`src/rtl/qkd_event_pingpong_writer_pkg.sv`:
```
// Shared definitions for the QKD event ping-pong writer: event word layout,
// buffer geometry and the fill-state encoding.
package qkd_pkg;

    localparam int ADDR_W    = 13;
    localparam int DEPTH     = 8192;
    localparam int DATA_W    = 16;
    localparam int SLOT_W    = DATA_W - 2;

    localparam int BASIS_BIT = 15;
    localparam int VALUE_BIT = 14;
    localparam int SLOT_LSB  = 0;

    typedef enum logic [1:0] {
        FILL_A    = 2'd0,
        FILL_B    = 2'd1,
        NONE_FREE = 2'd2
    } state_t;

endpackage

```
`src/rtl/qkd_buf_port.sv`:
```
// One event buffer: word count, full flag, software release and the
// registered Avalon-style write port into the shared on-chip memory.
module qkd_buf_port
    import qkd_pkg::*;
#(
    parameter int ADDR_W = qkd_pkg::ADDR_W,
    parameter int DEPTH  = qkd_pkg::DEPTH,
    parameter int DATA_W = qkd_pkg::DATA_W
) (
    input  logic              i_clk,
    input  logic              i_rst_n,
    input  logic              i_write,
    input  logic [DATA_W-1:0] i_data,
    input  logic              i_close,
    input  logic              i_release,
    output logic              o_full,
    output logic [ADDR_W:0]   o_count,
    output logic              o_last,
    output logic              o_rel,
    output logic [ADDR_W-1:0] o_address,
    output logic              o_clken,
    output logic              o_chipselect,
    output logic              o_write,
    output logic [DATA_W-1:0] o_writedata,
    output logic [1:0]        o_byteenable
);

    localparam logic [ADDR_W:0] LAST_IDX = (ADDR_W+1)'(DEPTH - 1);

    logic              r_full;
    logic [ADDR_W:0]   r_count;
    logic              r_write;
    logic [ADDR_W-1:0] r_address;
    logic [DATA_W-1:0] r_writedata;
    logic              w_rel;

    // A release only counts against a buffer software actually owns.
    assign w_rel = i_release & r_full;

    always_ff @(posedge i_clk or negedge i_rst_n) begin
        if (!i_rst_n) begin
            r_full      <= 1'b0;
            r_count     <= '0;
            r_write     <= 1'b0;
            r_address   <= '0;
            r_writedata <= '0;
        end else begin
            r_write     <= i_write;
            r_address   <= i_write ? r_count[ADDR_W-1:0] : '0;
            r_writedata <= i_write ? i_data : '0;
            if (w_rel) begin
                r_full  <= 1'b0;
                r_count <= '0;
            end else begin
                if (i_write) begin
                    r_count <= r_count + (ADDR_W+1)'(1);
                end
                if (i_close) begin
                    r_full <= 1'b1;
                end
            end
        end
    end

    assign o_full       = r_full;
    assign o_count      = r_count;
    assign o_last       = (r_count == LAST_IDX);
    assign o_rel        = w_rel;
    assign o_address    = r_address;
    assign o_clken      = 1'b1;
    assign o_chipselect = r_write;
    assign o_write      = r_write;
    assign o_writedata  = r_writedata;
    assign o_byteenable = {2{r_write}};

endmodule

```
`src/rtl/qkd_event_pingpong_writer.sv`:
```
// Ping-pong writer of detection events into mem1/mem2: fills one buffer while
// software drains the other; closes on full or flush, drops events when neither is free.
module qkd_event_pingpong_writer
    import qkd_pkg::*;
#(
    parameter int ADDR_W = qkd_pkg::ADDR_W,
    parameter int DEPTH  = qkd_pkg::DEPTH,
    parameter int SLOT_W = qkd_pkg::SLOT_W,
    parameter int DATA_W = qkd_pkg::DATA_W
) (
    input  logic              clk_clk,
    input  logic              reset_reset_n,
    input  logic              ev_strobe,
    input  logic              ev_basis,
    input  logic              ev_bit,
    input  logic [SLOT_W-1:0] ev_slot,
    input  logic              flush,
    input  logic [1:0]        buf_release,
    output logic [1:0]        buf_full,
    output logic [ADDR_W:0]   buf_count0,
    output logic [ADDR_W:0]   buf_count1,
    output logic [1:0]        active_buf,
    output logic [15:0]       overflow_cnt,
    output logic [ADDR_W-1:0] mem1_s1_address,
    output logic              mem1_s1_clken,
    output logic              mem1_s1_chipselect,
    output logic              mem1_s1_write,
    output logic [DATA_W-1:0] mem1_s1_writedata,
    output logic [1:0]        mem1_s1_byteenable,
    output logic [ADDR_W-1:0] mem2_s1_address,
    output logic              mem2_s1_clken,
    output logic              mem2_s1_chipselect,
    output logic              mem2_s1_write,
    output logic [DATA_W-1:0] mem2_s1_writedata,
    output logic [1:0]        mem2_s1_byteenable
);

    state_t            r_state;
    state_t            w_state_next;
    logic [15:0]       r_overflow;
    logic [DATA_W-1:0] w_event;
    logic [1:0]        w_write;
    logic [1:0]        w_close;
    logic [1:0]        w_last;
    logic [1:0]        w_rel;
    logic              w_drop;

    always_comb begin
        w_event                      = '0;
        w_event[BASIS_BIT]           = ev_basis;
        w_event[VALUE_BIT]           = ev_bit;
        w_event[SLOT_LSB +: SLOT_W]  = ev_slot;
    end

    // A flush with an event in the same cycle still closes an empty buffer,
    // because that event becomes its only word.
    always_comb begin
        w_state_next = r_state;
        w_write      = 2'b00;
        w_close      = 2'b00;
        w_drop       = 1'b0;
        case (r_state)
            FILL_A: begin
                w_write[0] = ev_strobe;
                w_close[0] = (ev_strobe && w_last[0]) ||
                             (flush && (ev_strobe || buf_count0 != '0));
                if (w_close[0]) begin
                    w_state_next = (!buf_full[1] || w_rel[1]) ? FILL_B : NONE_FREE;
                end
            end
            FILL_B: begin
                w_write[1] = ev_strobe;
                w_close[1] = (ev_strobe && w_last[1]) ||
                             (flush && (ev_strobe || buf_count1 != '0));
                if (w_close[1]) begin
                    w_state_next = (!buf_full[0] || w_rel[0]) ? FILL_A : NONE_FREE;
                end
            end
            default: begin
                w_drop = ev_strobe;
                if (w_rel[0]) begin
                    w_state_next = FILL_A;
                end else if (w_rel[1]) begin
                    w_state_next = FILL_B;
                end
            end
        endcase
    end

    always_ff @(posedge clk_clk or negedge reset_reset_n) begin
        if (!reset_reset_n) begin
            r_state    <= FILL_A;
            r_overflow <= '0;
        end else begin
            r_state <= w_state_next;
            if (w_drop && r_overflow != 16'hFFFF) begin
                r_overflow <= r_overflow + 16'd1;
            end
        end
    end

    assign active_buf   = {r_state == FILL_B, r_state == FILL_A};
    assign overflow_cnt = r_overflow;

    qkd_buf_port #(.ADDR_W(ADDR_W), .DEPTH(DEPTH), .DATA_W(DATA_W)) u_port1 (
        .i_clk        (clk_clk),
        .i_rst_n      (reset_reset_n),
        .i_write      (w_write[0]),
        .i_data       (w_event),
        .i_close      (w_close[0]),
        .i_release    (buf_release[0]),
        .o_full       (buf_full[0]),
        .o_count      (buf_count0),
        .o_last       (w_last[0]),
        .o_rel        (w_rel[0]),
        .o_address    (mem1_s1_address),
        .o_clken      (mem1_s1_clken),
        .o_chipselect (mem1_s1_chipselect),
        .o_write      (mem1_s1_write),
        .o_writedata  (mem1_s1_writedata),
        .o_byteenable (mem1_s1_byteenable)
    );

    qkd_buf_port #(.ADDR_W(ADDR_W), .DEPTH(DEPTH), .DATA_W(DATA_W)) u_port2 (
        .i_clk        (clk_clk),
        .i_rst_n      (reset_reset_n),
        .i_write      (w_write[1]),
        .i_data       (w_event),
        .i_close      (w_close[1]),
        .i_release    (buf_release[1]),
        .o_full       (buf_full[1]),
        .o_count      (buf_count1),
        .o_last       (w_last[1]),
        .o_rel        (w_rel[1]),
        .o_address    (mem2_s1_address),
        .o_clken      (mem2_s1_clken),
        .o_chipselect (mem2_s1_chipselect),
        .o_write      (mem2_s1_write),
        .o_writedata  (mem2_s1_writedata),
        .o_byteenable (mem2_s1_byteenable)
    );

endmodule

```
`config.mk`:
```
export PLATFORM = sky130hd
export DESIGN_NAME = qkd_event_pingpong_writer
export DESIGN_NICKNAME = d
export VERILOG_FILES = /design/src/rtl/qkd_event_pingpong_writer_pkg.sv /design/src/rtl/qkd_buf_port.sv /design/src/rtl/qkd_event_pingpong_writer.sv
export SDC_FILE = /design/constraint.sdc
export NUM_CORES = 1
export LEC_CHECK = 0
export ABC_AREA = 0
export BUFFER_PORTS_ARGS = -buffer_cell sky130_fd_sc_hd__buf_2
export CORE_AREA = 8 8 110 112
export DETAILED_ROUTE_END_ITERATION = 8
export DIE_AREA = 0 0 118 120
export GPL_ROUTABILITY_DRIVEN = 0
export PLACE_DENSITY = 0.7
export SYNTH_ARGS = -nofsm -noshare
export SYNTH_HDL_FRONTEND = slang
export SYNTH_HIERARCHICAL = 1
export SYNTH_SLANG_ARGS = --single-unit
```
`constraint.sdc`:
```
create_clock -name clk_clk -period 4.4 [get_ports clk_clk]
set_input_delay 0.66 -clock clk_clk [delete_from_list [all_inputs] [get_ports clk_clk]]
set_output_delay 0.66 -clock clk_clk [all_outputs]
set_load 0.02 [all_outputs]
```
==> metrics.md, run 1 <==
| Metric | Value |
|---|---|
| Status | `completed` |
| Post-CTS sizing | `0` |
| Worst Setup Path Type | `flop to flop` |
| Compound-Gate Fraction of Synth Area | `under 10%` |
| Post-synth EDFFs | `0` |
| Met1 track demand over resource | `19.33%` |
| Max-cap violations | `0` |
| Worst-path fanout max | `14` |
| Starting Density | `43.53%` |
| Final ANT Viol Nets | `0` |
| Drt drc | `0` |
| Area of the mapped netlist | `roughly 4600 um^2` |
| Async SR Flop Fraction | `100.0%` |
| YS warnings | `6` |
| Inst Count DP | `648` |
| Hold buffers post-CTS | `0` |
| Row cnt | `38` |
| F_max | `about 440 MHz` |
| CP Capture Type | `flop` |
| Crit-path cells | `nand3_1 -> nor4_1 -> a21oi_1 -> a41oi_1 -> o22ai_1 -> o32ai_1` |
| Setup Viol. Count Final | `0` |
| Req. time, crit path | `about 4.7 ns` |
| Diodes inserted | `0` |
| Crit-path leading delay family | `simple AND/OR/NAND/NOR gates` |
| Relative slew slack | `around 29%` |
| VDD IR max | `~260 uV` |
| Largest area contributor in the netlist | `dfrtp_1` |
| Clock Skews | `roughly 0.009 ns` |
| Worst Path Arrival | `2.53 ns` |
| Final TNS setup | `0 ns` |
| Die X-Extent | `118 um` |
| Number of global-route vias before repair | `3359` |
| Slowest CP cell | `dfrtp_1` |
| Clk buf depth | `2` |
| Mapped Cells | `391` |
| CTS tree | `yes` |
| Grt ovf | `0` |
| Dominant synthesized flop cell | `dfrtp_1` |
| Max incr delay on CP | `0.51 ns` |
| Routed WL | `approximately 11 mm` |
| Worst R2R Setup Slack | `2.14 ns` |
| Detailed Place HPWL | `~7.6 mm` |
| Levels on crit path | `6` |
| Sequential share of the synthesized area | `roughly three fifths` |
| Post-Synth Simple-Gate Area | `22.98%` |
| Largest net degree at the start of global routing | `slightly below 90` |
| Hold Crit Depth | `2` |
| First-pass GRT wire length | `17.64 mm` |
| Clk root buf | `clkbuf_8` |
| Via-to-Cell Ratio | `roughly 5.1` |
| WL per Instance | `approximately 16 um` |
| P_leak | `around 0.0029 uW` |
| Met3 GRT Util | `roughly 4.7%` |
| Dpl ws | `roughly 2.1 ns` |
| Final period util | `51.27%` |
| Mux share of post-synthesis cell area | `under 10%` |
| Final WS setup | `~2.1 ns` |
| Seq cells post-synth | `between 100 and 150` |
| PwrDens | `483.7 nW/um^2` |
| Area fraction of the dominant cell type after synthesis | `59.08%` |
| Xor and xnor area share after synthesis | `4.021%` |
| Clk Latency, worst-skew pair | `0.37 ns` |
| Buf+Inv Stages, Crit Path | `0` |
| Vias | `3376` |
| Synth Area in Adders | `0.8206%` |
| H-tree level count | `3` |
| Largest cells by area after synthesis | `dfrtp_1 (59%), and2_1 (8.2%), xnor2_1 (2.7%), mux2i_1 (2.2%), nand2_1 (2.1%)` |
| CTS Buf Count | `9` |
| Net count, final | `544` |
| Largest family of logic cells by synthesized area | `simple AND/OR/NAND/NOR gates` |
| Reg2Reg Depth | `6` |
| Netlist cell types | `43` |
| Clk slew on worst S/H paths | `roughly 0.1 ns` |
| First-pass iteration count of the detailed router | `4` |
| Die Ht | `120 um` |
| Tmin final | `about 2.3 ns` |
| Layout cell share with drive strength beyond 1 | `roughly 31%` |
| Worst-Margin Slew | `roughly 1.1 ns` |
| Die area | `between 10000 and 15000 um^2` |
| Clock Sink Count | `about 110` |
| RSZ-0062 raised after global routing | `false` |
| PortBufs | `~140` |
| Core area | `approximately 11000 um^2` |
| Drt initial violations | `265` |
| Grt met2 use | `a little under a quarter` |
| Mapped Nets | `about 420` |
| Mapped Avg Cell Area | `approximately 12 um^2` |
| Hold Path Class | `input port to flop` |
| Setup Fix Bufs, Post-CTS | `0` |
| Most used routing layer | `met2` |
| # IOs | `~140` |
| Endpoints failing hold | `0` |
| CP Launch Type | `flop` |
| Initial antenna violation count | `1` |
| Max Slew Vio Count | `0` |
| GR Util All Layers | `15.24%` |
| Final cell count without fillers | `664` |
| Area grow syn2layout | `20.68%` |
==> placed cells by master, fill, tap and decap left out, types with 2 or more instances in the layout <==
master,n
nand4b_1,2
inv_1,11
o21ai_0,3
ha_1,3
nand2b_1,7
inv_6,3
o21a_1,5
nor3_1,4
nor4_1,14
and4_1,3
or3_1,2
dfrtp_1,108
or4_1,8
o31ai_1,8
bufinv_16,2
clkbuf_8,10
nor2_1,12
buf_4,4
a41oi_1,2
nand2_1,25
nand3b_1,2
nand4_2,2
xor2_1,7
nand3_1,11
a21oi_1,13
and2_2,2
conb_1,2
and3_1,2
and2_1,60
xnor2_1,14
nand4_1,15
o22a_1,2
mux2i_1,10
buf_2,134
==> sequential cells by signal, indices dropped and copies added, names as in the netlist <==
| name | flops |
|---|---|
| u_port2/o_chipselect | 1 |
| u_port1/o_chipselect | 1 |
| u_port1/o_count | 14 |
| u_port2/o_full | 1 |
| u_port1/o_full | 1 |
| overflow_cnt | 16 |
| r_state | 2 |
| u_port2/o_address | 13 |
| u_port1/o_address | 13 |
| u_port1/o_writedata | 16 |
| u_port2/o_count | 14 |
| u_port2/o_writedata | 16 |
==> power breakdown <==
group | total (uW) | switching [uW] | internal [uW]
Combinational | 733 | 476 | 257
Clock | 687 | 344 | 342
Sequential | 1250 | 131 | 1120
==> cell usage after synthesis, types with 3 or more instances <==
cell type / count
a21oi_1: 13
and2_1: 60
and4_1: 3
buf_4: 8
buf_6: 7
clkbuf_1: 6
dfrtp_1: 108
ha_1: 3
inv_1: 11
mux2i_1: 10
nand2_1: 25
nand2b_1: 7
nand3_1: 11
nand4_1: 15
nor2_1: 12
nor3_1: 4
nor4_1: 14
o21a_1: 5
o21ai_0: 3
o31ai_1: 8
or4_1: 8
xnor2_1: 14
xor2_1: 7
==> layout make-up <==
cell class	count	area [um^2]
Clock buffer	10	137.6
Tap cell	140	175.2
Fill cell	988	4987
Sequential cell	108	2703
Multi-Input combinational cell	251	1669
Timing Repair Buffer	138	700.7
Inverter	11	41.29
Clock inverter	6	93.84
==> metal layers <==
metal / share of wire, % / vias to the layer above / routed length (um)
met1: 44 / 1639 / 4647
li1: - / 1600 / -
met2: 47 / 124 / 4950
met5: 0.12 / - / 13
met4: 1.5 / 2 / 161
met3: 7.6 / 11 / 809
==> per-stage QoR <==
step	area, um^2	hold WS, ns	power [uW]	util, %
after floorplan	4574	0.3644	1769	-
after global placement	5289	0.4905	2000	50.33
after detailed placement	5289	0.5069	2019	50.33
after CTS	5520	0.4531	2703	52.54
after global routing	5520	0.4683	2830	52.54
final	5520	0.4702	2670	52.54
==> path summary, 6_finish.rpt <==
kind,start,end
worst max-delay path,u_port2/o_count[2],r_state[1]
worst min register to register,overflow_cnt[11],overflow_cnt[11]
min in group asynchronous,reset_reset_n,u_port1/o_writedata[5]
worst min-delay path,buf_release[1],u_port2/o_full
max in group asynchronous,reset_reset_n,u_port2/o_writedata[7]
worst max register to register,u_port2/o_count[2],r_state[1]
==> cells by family (layout without fill, tap and decap cells) <==
| kind of cell | after synthesis | in the layout |
|---|---|---|
| compound gates | 39 | 39 |
| flops | 108 | 108 |
| other cells | 2 | 2 |
| buf+inv | 32 | 165 |
| mux | 11 | 11 |
| simple gates | 175 | 175 |
| fa+ha+maj | 3 | 3 |
| xor+xnor | 21 | 21 |
(Power assumes the default switching activity.)
==> inputs of run 2 (changes only) <==
clock period = 2.4 ns   (was 4.4 ns; I/O delays follow)
==> metrics.md, run 2 (same netlist as run 1, synthesis figures left out) <==
| Metric | Value |
|---|---|
| Initial antenna violation count | `1` |
| Detailed Place HPWL | `7.656 mm` |
| Die area | `14160 um^2` |
| Routed WL | `about 11 mm` |
| Diodes inserted | `0` |
| Clock Sink Count | `between 100 and 150` |
| Reg2Reg Depth | `5` |
| Hold Path Class | `input port to async pin` |
| Grt ovf | `0` |
| Layout cell share with drive strength beyond 1 | `between 30% and 40%` |
| Post-CTS sizing | `0` |
| Drt drc | `0` |
| First-pass GRT wire length | `roughly 18 mm` |
| Worst-path fanout max | `11` |
| GR Util All Layers | `between 15 and 20%` |
| Drt initial violations | `220` |
| Hold buffers post-CTS | `0` |
| Area grow syn2layout | `19.83%` |
| Most frequent cells in the layout | `buf_2 (134), dfrtp_1 (108), and2_1 (60), nand2_1 (25), nand4_1 (15)` |
| P_leak | `roughly 0.0029 uW` |
| Worst-Margin Slew | `~0.58 ns` |
| Die X-Extent | `118 um` |
| Core area | `roughly 11000 um^2` |
| Utilization after layout | `52.17%` |
| Largest net degree at the start of global routing | `approximately 110` |
| CTS Buf Count | `9` |
| Max Slew Vio Count | `0` |
| # IOs | `138` |
| WL per Instance | `about 16 um` |
| PwrDens | `~840 nW/um^2` |
| Tmin final | `approximately 2.1 ns` |
| Status | `completed` |
| Setup Fix Bufs, Post-CTS | `0` |
| Starting Density | `approximately 44%` |
| Row cnt | `38` |
| Net count, final | `547` |
| Worst R2R Setup Slack | `roughly 0.29 ns` |
| Endpoints failing hold | `0` |
| Clk Latency, worst-skew pair | `between 0.3 and 0.4 ns` |
| Relative slew slack | `about three fifths` |
| VDD IR max | `356.0 uV` |
| CP Launch Type | `flop` |
| Max-cap violations | `0` |
| Final ANT Viol Nets | `0` |
| RSZ-0062 raised after global routing | `false` |
| Req. time, crit path | `between 2 and 3 ns` |
| Clk root buf | `clkbuf_8` |
| CP Capture Type | `flop` |
| Critical R2R Capture | `u_port1/o_count[9]` |
| Worst Path Arrival | `2.39 ns` |
| Final TNS setup | `0 ns` |
| PortBufs | `135` |
| Placed cell area | `5324 um^2` |
| Via-to-Cell Ratio | `approximately 5` |
| Setup Viol. Count Final | `0` |
| Vias | `between 3000 and 4000` |
| First-pass iteration count of the detailed router | `4` |
| Clk buf depth | `2` |
| Clk slew on worst S/H paths | `0.10 ns` |
| Number of global-route vias before repair | `about 3400` |
| Clock Skews | `0.01433 ns` |
| R2R Path Start | `r_state[0]` |
| Most common cell after layout, fill and taps aside | `buf_2` |
| H-tree level count | `3` |
| Final period util | `between 80 and 90%` |
| F_max | `473.8 MHz` |
| CTS tree | `yes` |
| Final instance area | `5482 um^2` |
| Worst Setup Path Type | `flop to flop` |
| Die Ht | `120 um` |
==> run 2: cell count changes in the layout (fill, tap and decap cells not counted) <==
cell       previous run  this run
clkbuf_1              0         2
inv_6                 3         0
clkinv_2              0         1
bufinv_16             2         0
buf_4                 4         6
buf_12                0         1
==> run 2: layout make-up <==
| type | instances | area, um^2 |
|---|---|---|
| Clock buffer | 12 | 145.1 |
| Tap cell | 140 | 175.2 |
| Fill cell | 972 | 5026 |
| Inverter | 11 | 41.29 |
| Timing Repair Buffer | 141 | 735.7 |
| Sequential cell | 108 | 2703 |
| Multi-Input combinational cell | 251 | 1669 |
| Clock inverter | 2 | 12.51 |
==> run 2: power by group <==
group | switching, uW | leakage (uW) | internal, uW
clock network | 556 | 0.0000783 | 395
logic | 884 | 0.00130 | 479
registers | 250 | 0.00148 | 2050
total | 1690 | 0.00286 | 2930
==> run 2: stage by stage <==
step           hold slack, ns  cells  power (uW)  setup WS [ns]
3_5_place_dp           0.4802    651        3727         0.3401
5_1_grt                0.1019    665        4904         0.1087
4_1_cts               0.07720    665        4680         0.3030
6_report              0.03760    665        4617         0.2893
3_3_place_gp           0.4757    651        3677         0.4659
2_1_floorplan         0.06441    391        3242         0.4128
==> run 2: how the worst max path moves through the flow <==
stage / startpoint / to / slack (ns) / depth (start not counted)
3_5_place_dp: r_state[0] / u_port1/o_count[9] / 0.34 / 5
6_report: r_state[0] / u_port1/o_count[9] / 0.29 / 5
5_1_grt: r_state[0] / u_port1/o_count[7] / 0.11 / 5
4_1_cts: r_state[0] / u_port1/o_count[9] / 0.30 / 5
3_3_place_gp: u_port1/o_count[0] / r_state[1] / 0.47 / 7
2_1_floorplan: r_state[0] / u_port2/o_count[7] / 0.41 / 6
==> run 2: critical path: stages (launching register included) <==
cell,delay (ns)
dfrtp_1,0.43
nor2_1,0.25
and2_1,0.39
nand4_1,0.31
or4_1,0.47
a21oi_1,0.17
==> run 2: routing by layer <==
| layer | routed length (um) | vias to the layer above | global-route usage (%) |
|---|---|---|---|
| met5 | 13 | - | 0 |
| met3 | 748 | 9 | 5.167 |
| met4 | 112 | 2 | 5.284 |
| li1 | - | 1605 | - |
| met2 | 5055 | 100 | 24.76 |
| met1 | 4691 | 1623 | 18.93 |
